File: src/rtl/pipeline_ctrl.sv
// Hazard and forwarding controller for the 5-stage core: shadow EX/M/WB control pipeline,
// per-stage enables/flushes, operand forwarding and a data-memory req/ready handshake with timeout.
module pipeline_ctrl #(
  parameter int REG_ADDR_W  = 4,
  parameter int MEM_TIMEOUT = 16,
  parameter int CNT_W       = 16
) (
  input  logic                  clk,
  input  logic                  rst,
  input  logic [REG_ADDR_W-1:0] i_rs1Addr_ID,
  input  logic [REG_ADDR_W-1:0] i_rs2Addr_ID,
  input  logic [REG_ADDR_W-1:0] i_rd_ID,
  input  logic                  i_reg_write_ID,
  input  logic [1:0]            i_result_src_ID,
  input  logic                  i_mem_write_ID,
  input  logic                  i_pc_src_EX,
  input  logic                  i_dmem_ready,
  output logic                  o_en_IF,
  output logic                  o_en_ID,
  output logic                  o_en_EX,
  output logic                  o_en_M,
  output logic                  o_en_WB,
  output logic                  o_flush_ID,
  output logic                  o_flush_EX,
  output logic [1:0]            o_forward_rs1_EX,
  output logic [1:0]            o_forward_rs2_EX,
  output logic                  o_dmem_req,
  output logic                  o_mem_err,
  output logic [CNT_W-1:0]      o_stall_cnt
);

  localparam logic [0:0] ST_IDLE = 1'b0;
  localparam logic [0:0] ST_WAIT = 1'b1;
  localparam int WCNT_W = $clog2(MEM_TIMEOUT + 1);
  localparam logic [WCNT_W-1:0] WCNT_MAX = WCNT_W'(MEM_TIMEOUT);
  localparam logic [REG_ADDR_W-1:0] REG_X0 = {REG_ADDR_W{1'b0}};

  logic [REG_ADDR_W-1:0] ex_rd_q, ex_rs1_q, ex_rs2_q, m_rd_q, wb_rd_q;
  logic                  ex_reg_write_q, ex_load_q, ex_store_q;
  logic                  m_reg_write_q, m_load_q, m_store_q, wb_reg_write_q;
  logic [0:0]            state_q, state_d;
  logic [WCNT_W-1:0]     wait_cnt_q, wait_cnt_d;
  logic                  err_q, err_d;
  logic [CNT_W-1:0]      stall_cnt_q, stall_cnt_d;

  logic mem_m, timeout, mem_stall, load_use, id_load;
  logic en_if, en_id, en_ex, en_m, en_wb, flush_id, flush_ex;

  // x0 is never forwarded; the younger producer in M beats the older one in WB.
  function automatic logic [1:0] fwd_sel(input logic [REG_ADDR_W-1:0] rs,
                                         input logic m_wr, input logic [REG_ADDR_W-1:0] m_rd,
                                         input logic wb_wr, input logic [REG_ADDR_W-1:0] wb_rd);
    logic [1:0] sel;
    sel = 2'b00;
    if (rs == REG_X0) sel = 2'b00;
    else if (m_wr && (m_rd == rs)) sel = 2'b10;
    else if (wb_wr && (wb_rd == rs)) sel = 2'b01;
    else sel = 2'b00;
    return sel;
  endfunction

  // Memory handshake status for the access sitting in M.
  always_comb begin
    mem_m     = m_load_q | m_store_q;
    timeout   = (state_q == ST_WAIT) & (wait_cnt_q == WCNT_MAX) & ~i_dmem_ready;
    mem_stall = mem_m & ~i_dmem_ready & ~timeout;
    id_load   = (i_result_src_ID == 2'b01);
    load_use  = ex_load_q & (ex_rd_q != REG_X0) &
                ((ex_rd_q == i_rs1Addr_ID) | (ex_rd_q == i_rs2Addr_ID));
  end

  // Prioritised hazard resolution: a branch waiting behind a memory stall is held, not lost.
  always_comb begin
    en_if    = 1'b1;
    en_id    = 1'b1;
    en_ex    = 1'b1;
    en_m     = 1'b1;
    en_wb    = 1'b1;
    flush_id = 1'b0;
    flush_ex = 1'b0;
    if (mem_stall) begin
      en_if = 1'b0;
      en_id = 1'b0;
      en_ex = 1'b0;
      en_m  = 1'b0;
      en_wb = 1'b0;
    end else if (i_pc_src_EX) begin
      flush_id = 1'b1;
      flush_ex = 1'b1;
    end else if (load_use) begin
      en_if    = 1'b0;
      en_id    = 1'b0;
      flush_ex = 1'b1;
    end else begin
      flush_id = 1'b0;
    end
  end

  // IDLE/WAIT next state; wait_cnt counts stalled cycles already spent in WAIT.
  always_comb begin
    state_d    = state_q;
    wait_cnt_d = wait_cnt_q;
    err_d      = err_q | timeout;
    case (state_q)
      ST_IDLE: begin
        if (mem_stall) begin
          state_d    = ST_WAIT;
          wait_cnt_d = WCNT_W'(1);
        end else begin
          state_d    = ST_IDLE;
          wait_cnt_d = {WCNT_W{1'b0}};
        end
      end
      ST_WAIT: begin
        if (mem_stall) begin
          state_d    = ST_WAIT;
          wait_cnt_d = wait_cnt_q + WCNT_W'(1);
        end else begin
          state_d    = ST_IDLE;
          wait_cnt_d = {WCNT_W{1'b0}};
        end
      end
      default: begin
        state_d    = ST_IDLE;
        wait_cnt_d = {WCNT_W{1'b0}};
      end
    endcase
  end

  // Saturating count of cycles with any stage held.
  always_comb begin
    if (~(en_if & en_id & en_ex & en_m & en_wb) & ~(&stall_cnt_q)) begin
      stall_cnt_d = stall_cnt_q + CNT_W'(1);
    end else begin
      stall_cnt_d = stall_cnt_q;
    end
  end

  // Handshake state, sticky error and stall counter.
  always_ff @(posedge clk or negedge rst) begin
    if (!rst) begin
      state_q     <= ST_IDLE;
      wait_cnt_q  <= {WCNT_W{1'b0}};
      err_q       <= 1'b0;
      stall_cnt_q <= {CNT_W{1'b0}};
    end else begin
      state_q     <= state_d;
      wait_cnt_q  <= wait_cnt_d;
      err_q       <= err_d;
      stall_cnt_q <= stall_cnt_d;
    end
  end

  // Shadow control pipeline; a flushed ID->EX transfer inserts an all-zero bubble.
  always_ff @(posedge clk or negedge rst) begin
    if (!rst) begin
      ex_rd_q        <= REG_X0;
      ex_rs1_q       <= REG_X0;
      ex_rs2_q       <= REG_X0;
      ex_reg_write_q <= 1'b0;
      ex_load_q      <= 1'b0;
      ex_store_q     <= 1'b0;
      m_rd_q         <= REG_X0;
      m_reg_write_q  <= 1'b0;
      m_load_q       <= 1'b0;
      m_store_q      <= 1'b0;
      wb_rd_q        <= REG_X0;
      wb_reg_write_q <= 1'b0;
    end else begin
      if (en_ex) begin
        ex_rd_q        <= flush_ex ? REG_X0 : i_rd_ID;
        ex_rs1_q       <= flush_ex ? REG_X0 : i_rs1Addr_ID;
        ex_rs2_q       <= flush_ex ? REG_X0 : i_rs2Addr_ID;
        ex_reg_write_q <= ~flush_ex & i_reg_write_ID;
        ex_load_q      <= ~flush_ex & id_load;
        ex_store_q     <= ~flush_ex & i_mem_write_ID;
      end
      if (en_m) begin
        m_rd_q        <= ex_rd_q;
        m_reg_write_q <= ex_reg_write_q;
        m_load_q      <= ex_load_q;
        m_store_q     <= ex_store_q;
      end
      if (en_wb) begin
        wb_rd_q        <= m_rd_q;
        wb_reg_write_q <= m_reg_write_q;
      end
    end
  end

  assign o_en_IF          = en_if;
  assign o_en_ID          = en_id;
  assign o_en_EX          = en_ex;
  assign o_en_M           = en_m;
  assign o_en_WB          = en_wb;
  assign o_flush_ID       = flush_id;
  assign o_flush_EX       = flush_ex;
  assign o_forward_rs1_EX = fwd_sel(ex_rs1_q, m_reg_write_q, m_rd_q, wb_reg_write_q, wb_rd_q);
  assign o_forward_rs2_EX = fwd_sel(ex_rs2_q, m_reg_write_q, m_rd_q, wb_reg_write_q, wb_rd_q);
  assign o_dmem_req       = mem_m & ~timeout;
  assign o_mem_err        = err_q;
  assign o_stall_cnt      = stall_cnt_q;

endmodule

File: config.mk
export PLATFORM = sky130hd
export DESIGN_NAME = pipeline_ctrl
export DESIGN_NICKNAME = d
export VERILOG_FILES = /design/src/rtl/pipeline_ctrl.sv
export SDC_FILE = /design/constraint.sdc
export NUM_CORES = 1
export LEC_CHECK = 0
export BUFFER_PORTS_ARGS = -buffer_cell sky130_fd_sc_hd__buf_2
export CORE_MARGIN = 2
export CORE_UTILIZATION = 42
export CTS_CLUSTER_DIAMETER = 150
export DETAILED_ROUTE_END_ITERATION = 12
export GPL_ROUTABILITY_DRIVEN = 0
export GPL_TIMING_DRIVEN = 0
export SKIP_LAST_GASP = 1
export SLEW_MARGIN = 20
export SYNTH_ARGS = -nofsm -noshare
export SYNTH_HDL_FRONTEND = slang
export SYNTH_SLANG_ARGS = --single-unit
File: constraint.sdc
create_clock -name clk -period 5.45 [get_ports clk]
set_input_delay 1.09 -clock clk [delete_from_list [all_inputs] [get_ports clk]]
set_output_delay 1.09 -clock clk [all_outputs]
set_load 0.03 [all_outputs]
==> impl_metrics.env <==
export IMPL_outcome="completed"
export IMPL_combPwrFrac=0.268
export IMPL_yosysTopAreaCell="dfrtp_1"
export IMPL_grt_use_total=0.182
export IMPL_grt_pass1_vias=1875
export IMPL_skew_ns=0.00433
export IMPL_max_cap_viol_count=0
export IMPL_slew_headroom=0.591
export IMPL_dieWidth_um=80.9
export IMPL_grt_max_degree=51
export IMPL_fin_crit_sh=0.672
export IMPL_io_pins=49
export IMPL_yosysSeqAreaShare=0.504
export IMPL_initial_core_util=0.427
export IMPL_internal_power_mw=0.606
export IMPL_vias_per_cell=5.00
export IMPL_drive_above_1_share=0.230
export IMPL_criticalPathCategory="input pin to output pin"
export IMPL_min_path_type="flop to flop"
export IMPL_tightestPinTransition_ns=0.613
export IMPL_diodes=0
export IMPL_cpMostUsedCell="buf_2"
export IMPL_cpMaxStageDelayCell="buf_2"
export IMPL_mostFrequentLayoutCells="nand2_1, buf_2, dfrtp_1"
export IMPL_grt_pass1_wl_um=9040
export IMPL_final_hold_viol_count=0
export IMPL_dieArea_mm2=0.00655
export IMPL_cts_max_level=2
export IMPL_power_density_mw_per_mm2=327
export IMPL_avgSynthCellArea_um2=9.52
export IMPL_portBuffers=48
export IMPL_synth_nets=284
export IMPL_rows=28
export IMPL_cts_buffer_depth=2
export IMPL_path_max_fanout=12
export IMPL_place_area_mm2=0.00282
export IMPL_postCtsSetupBuffers=0
export IMPL_power_switching_mw=0.346
export IMPL_final_setup_tns_ns=0
export IMPL_wl_um=5290
export IMPL_cts_resized_gates=0
export IMPL_fill_cells=593
export IMPL_report_final_slew_viol_count=0
export IMPL_finalSetupViolations=0
export IMPL_synth_cell_types=36
export IMPL_max_freq_mhz=273
export IMPL_p_clk_frac=0.227
export IMPL_grt_overflow_total=0
export IMPL_r2r_end="ex_store_q$_DFFE_PN0N_"
export IMPL_syn_inst=261
export IMPL_clkSinkCount=50
export IMPL_cts_hold_buf=0
export IMPL_ir_worst_vdd_mv=0.239
export IMPL_drt_initial_drc_count=107
export IMPL_switching_share=0.364
export IMPL_numCtsBuffers=5
export IMPL_synth_area_top_cells="dfrtp_1, nand2_1, xnor2_1"
export IMPL_hold_depth=1
export IMPL_drt_pass1_iter_count=4
export IMPL_synth_top_area_share=0.504
export IMPL_clk_pin_slew_ns=0.09
export IMPL_cpPeakStageDelay_ns=0.29
export IMPL_critPathCaptureType="output pin"
export IMPL_hpwl_um=3850
export IMPL_final_instance_count_excl_fill=392
export IMPL_layout_nets=339
export IMPL_coreArea_mm2=0.00582
export IMPL_syn_area_mm2=0.00248
export IMPL_holdPathEnd="o_mem_err$_DFF_PN0_"
export IMPL_crit_required_ns=4.36
export IMPL_finalCriticalPeriod_ns=3.66
export IMPL_worst_setup_path_start_kind="input pin"
export IMPL_r2r_start="ex_rd_q[1]$_DFFE_PN0N_"
export IMPL_ys_warn_count=0
export IMPL_place_inst=384
export IMPL_post_route_drc_count=0
export IMPL_fp_dieH_um=80.9
export IMPL_rsz0062_at_grt="false"
export IMPL_rrSetupSlack_ns=3.41
export IMPL_insertion_delay_ns=0.31
export IMPL_synth_seq_cells=50
export IMPL_hold_path_startpoint="o_mem_err$_DFF_PN0_"
export IMPL_area_growth_pct=17.2
export IMPL_r2r_cells=6
export IMPL_worst_ep_arrival_time_ns=2.57
export IMPL_cts_root_buf="clkbuf_8"
export IMPL_seqPwrFrac=0.505
export IMPL_final_cell_area_mm2=0.00291
export IMPL_vias=1961
export IMPL_wl_per_cell_um=13.5
export IMPL_cts_tree="yes"
export IMPL_antenna_found_initial=0
export IMPL_p_leak_nw=1.43
export IMPL_final_common_cell="nand2_1"
export IMPL_ant_nets=0
export IMPL_path_cells="buf_2 -> nor4b_2 -> a31oi_1 -> and2b_1 -> inv_2 -> buf_2 -> buf_4 -> buf_2"
worst max path at each step:
| stage | cells after the start | slack, ns | end | startpoint |
|---|---|---|---|---|
| floorplan | 7 | 1.79 | o_en_IF | i_dmem_ready |
| global placement | 7 | 1.77 | o_flush_EX | i_rs2Addr_ID[1] |
| detailed placement | 8 | 1.78 | o_en_WB | i_dmem_ready |
| CTS | 8 | 1.77 | o_en_WB | i_dmem_ready |
| global route | 8 | 1.64 | o_en_M | i_dmem_ready |
| finish | 8 | 1.79 | o_en_WB | i_dmem_ready |
cell type report:
class / count / area (um2) / area share
clock buffer: 5 / 68.8 / 0.0236
sequential: 50 / 1250 / 0.430
clock inverter: 3 / 21.3 / 0.00731
buffer: 11 / 66.3 / 0.0228
inverter: 8 / 30.0 / 0.0103
tap: 75 / 93.8 / 0.0322
multi-input combinational: 192 / 1140 / 0.391
timing repair buffer: 48 / 243 / 0.0834
cells in the mapped netlist (all sizes together):
library cell	instances
ha	3
o21ai	14
and2b	1
and4	1
a21boi	2
dfrtp	50
and2	3
xor2	17
mux2	1
o22ai	2
xnor2	21
nand3b	1
nor3	7
buf	11
inv	8
a21oi	4
o21bai	1
mux2i	1
nor4	4
o41ai	1
nand3	5
nor2	10
nor4b	1
nand2	73
a31oi	3
nand4	12
and3	3
a31o	1
flip-flops by register name, indices dropped and copies added (netlist names), 4 cells and up:
signal / flops
m_rd_q: 4
wait_cnt_q: 5
wb_rd_q: 4
ex_rs1_q: 4
o_stall_cnt: 16
ex_rs2_q: 4
ex_rd_q: 4
worst max-delay path, delay by kind of cell:
kind / cells / cell delay (ns)
buffers and inverters: 5 / 0.89
AOI/OAI and AO/OA: 1 / 0.14
and+or+nand+nor: 2 / 0.45
stage by stage:
stage,power [mW],hold slack [ns],utilization,setup slack (ns)
2_1_floorplan,0.662,0.439,-,1.79
3_3_place_gp,0.743,0.455,0.485,1.77
3_5_place_dp,0.747,0.457,0.485,1.78
4_1_cts,0.964,0.478,0.501,1.77
5_1_grt,1.01,0.500,0.501,1.64
6_report,0.952,0.474,0.501,1.79
cell families after synthesis:
| group | synth area share |
|---|---|
| adder cells (fa/ha/maj) | 0.0151 |
| buffers and inverters | 0.0388 |
| XOR/XNOR | 0.134 |
| flip-flops | 0.504 |
| AND/OR/NAND/NOR | 0.229 |
| AO/OA/AOI/OAI | 0.0710 |
| multiplexers | 0.00856 |
power groups by stage:
stage | Combinational (mW) | Sequential, mW | Clock [mW]
6_report | 0.255 | 0.480 | 0.216
5_1_grt | 0.286 | 0.491 | 0.238
4_1_cts | 0.260 | 0.481 | 0.224
3_5_place_dp | 0.259 | 0.487 | 0
3_3_place_gp | 0.256 | 0.487 | 0
2_1_floorplan | 0.153 | 0.509 | 0
metal layers:
layer  routed length, um  share of wire  up-vias  track usage
li1                    -              -      984            -
met5                   0              0        -            0
met2                2510           0.47       45        0.294
met1                2480           0.47      930        0.243
met3                 281          0.053        2       0.0367
met4                  25         0.0047        0       0.0661
No activity file was read; power rests on OpenSTA's default activity.
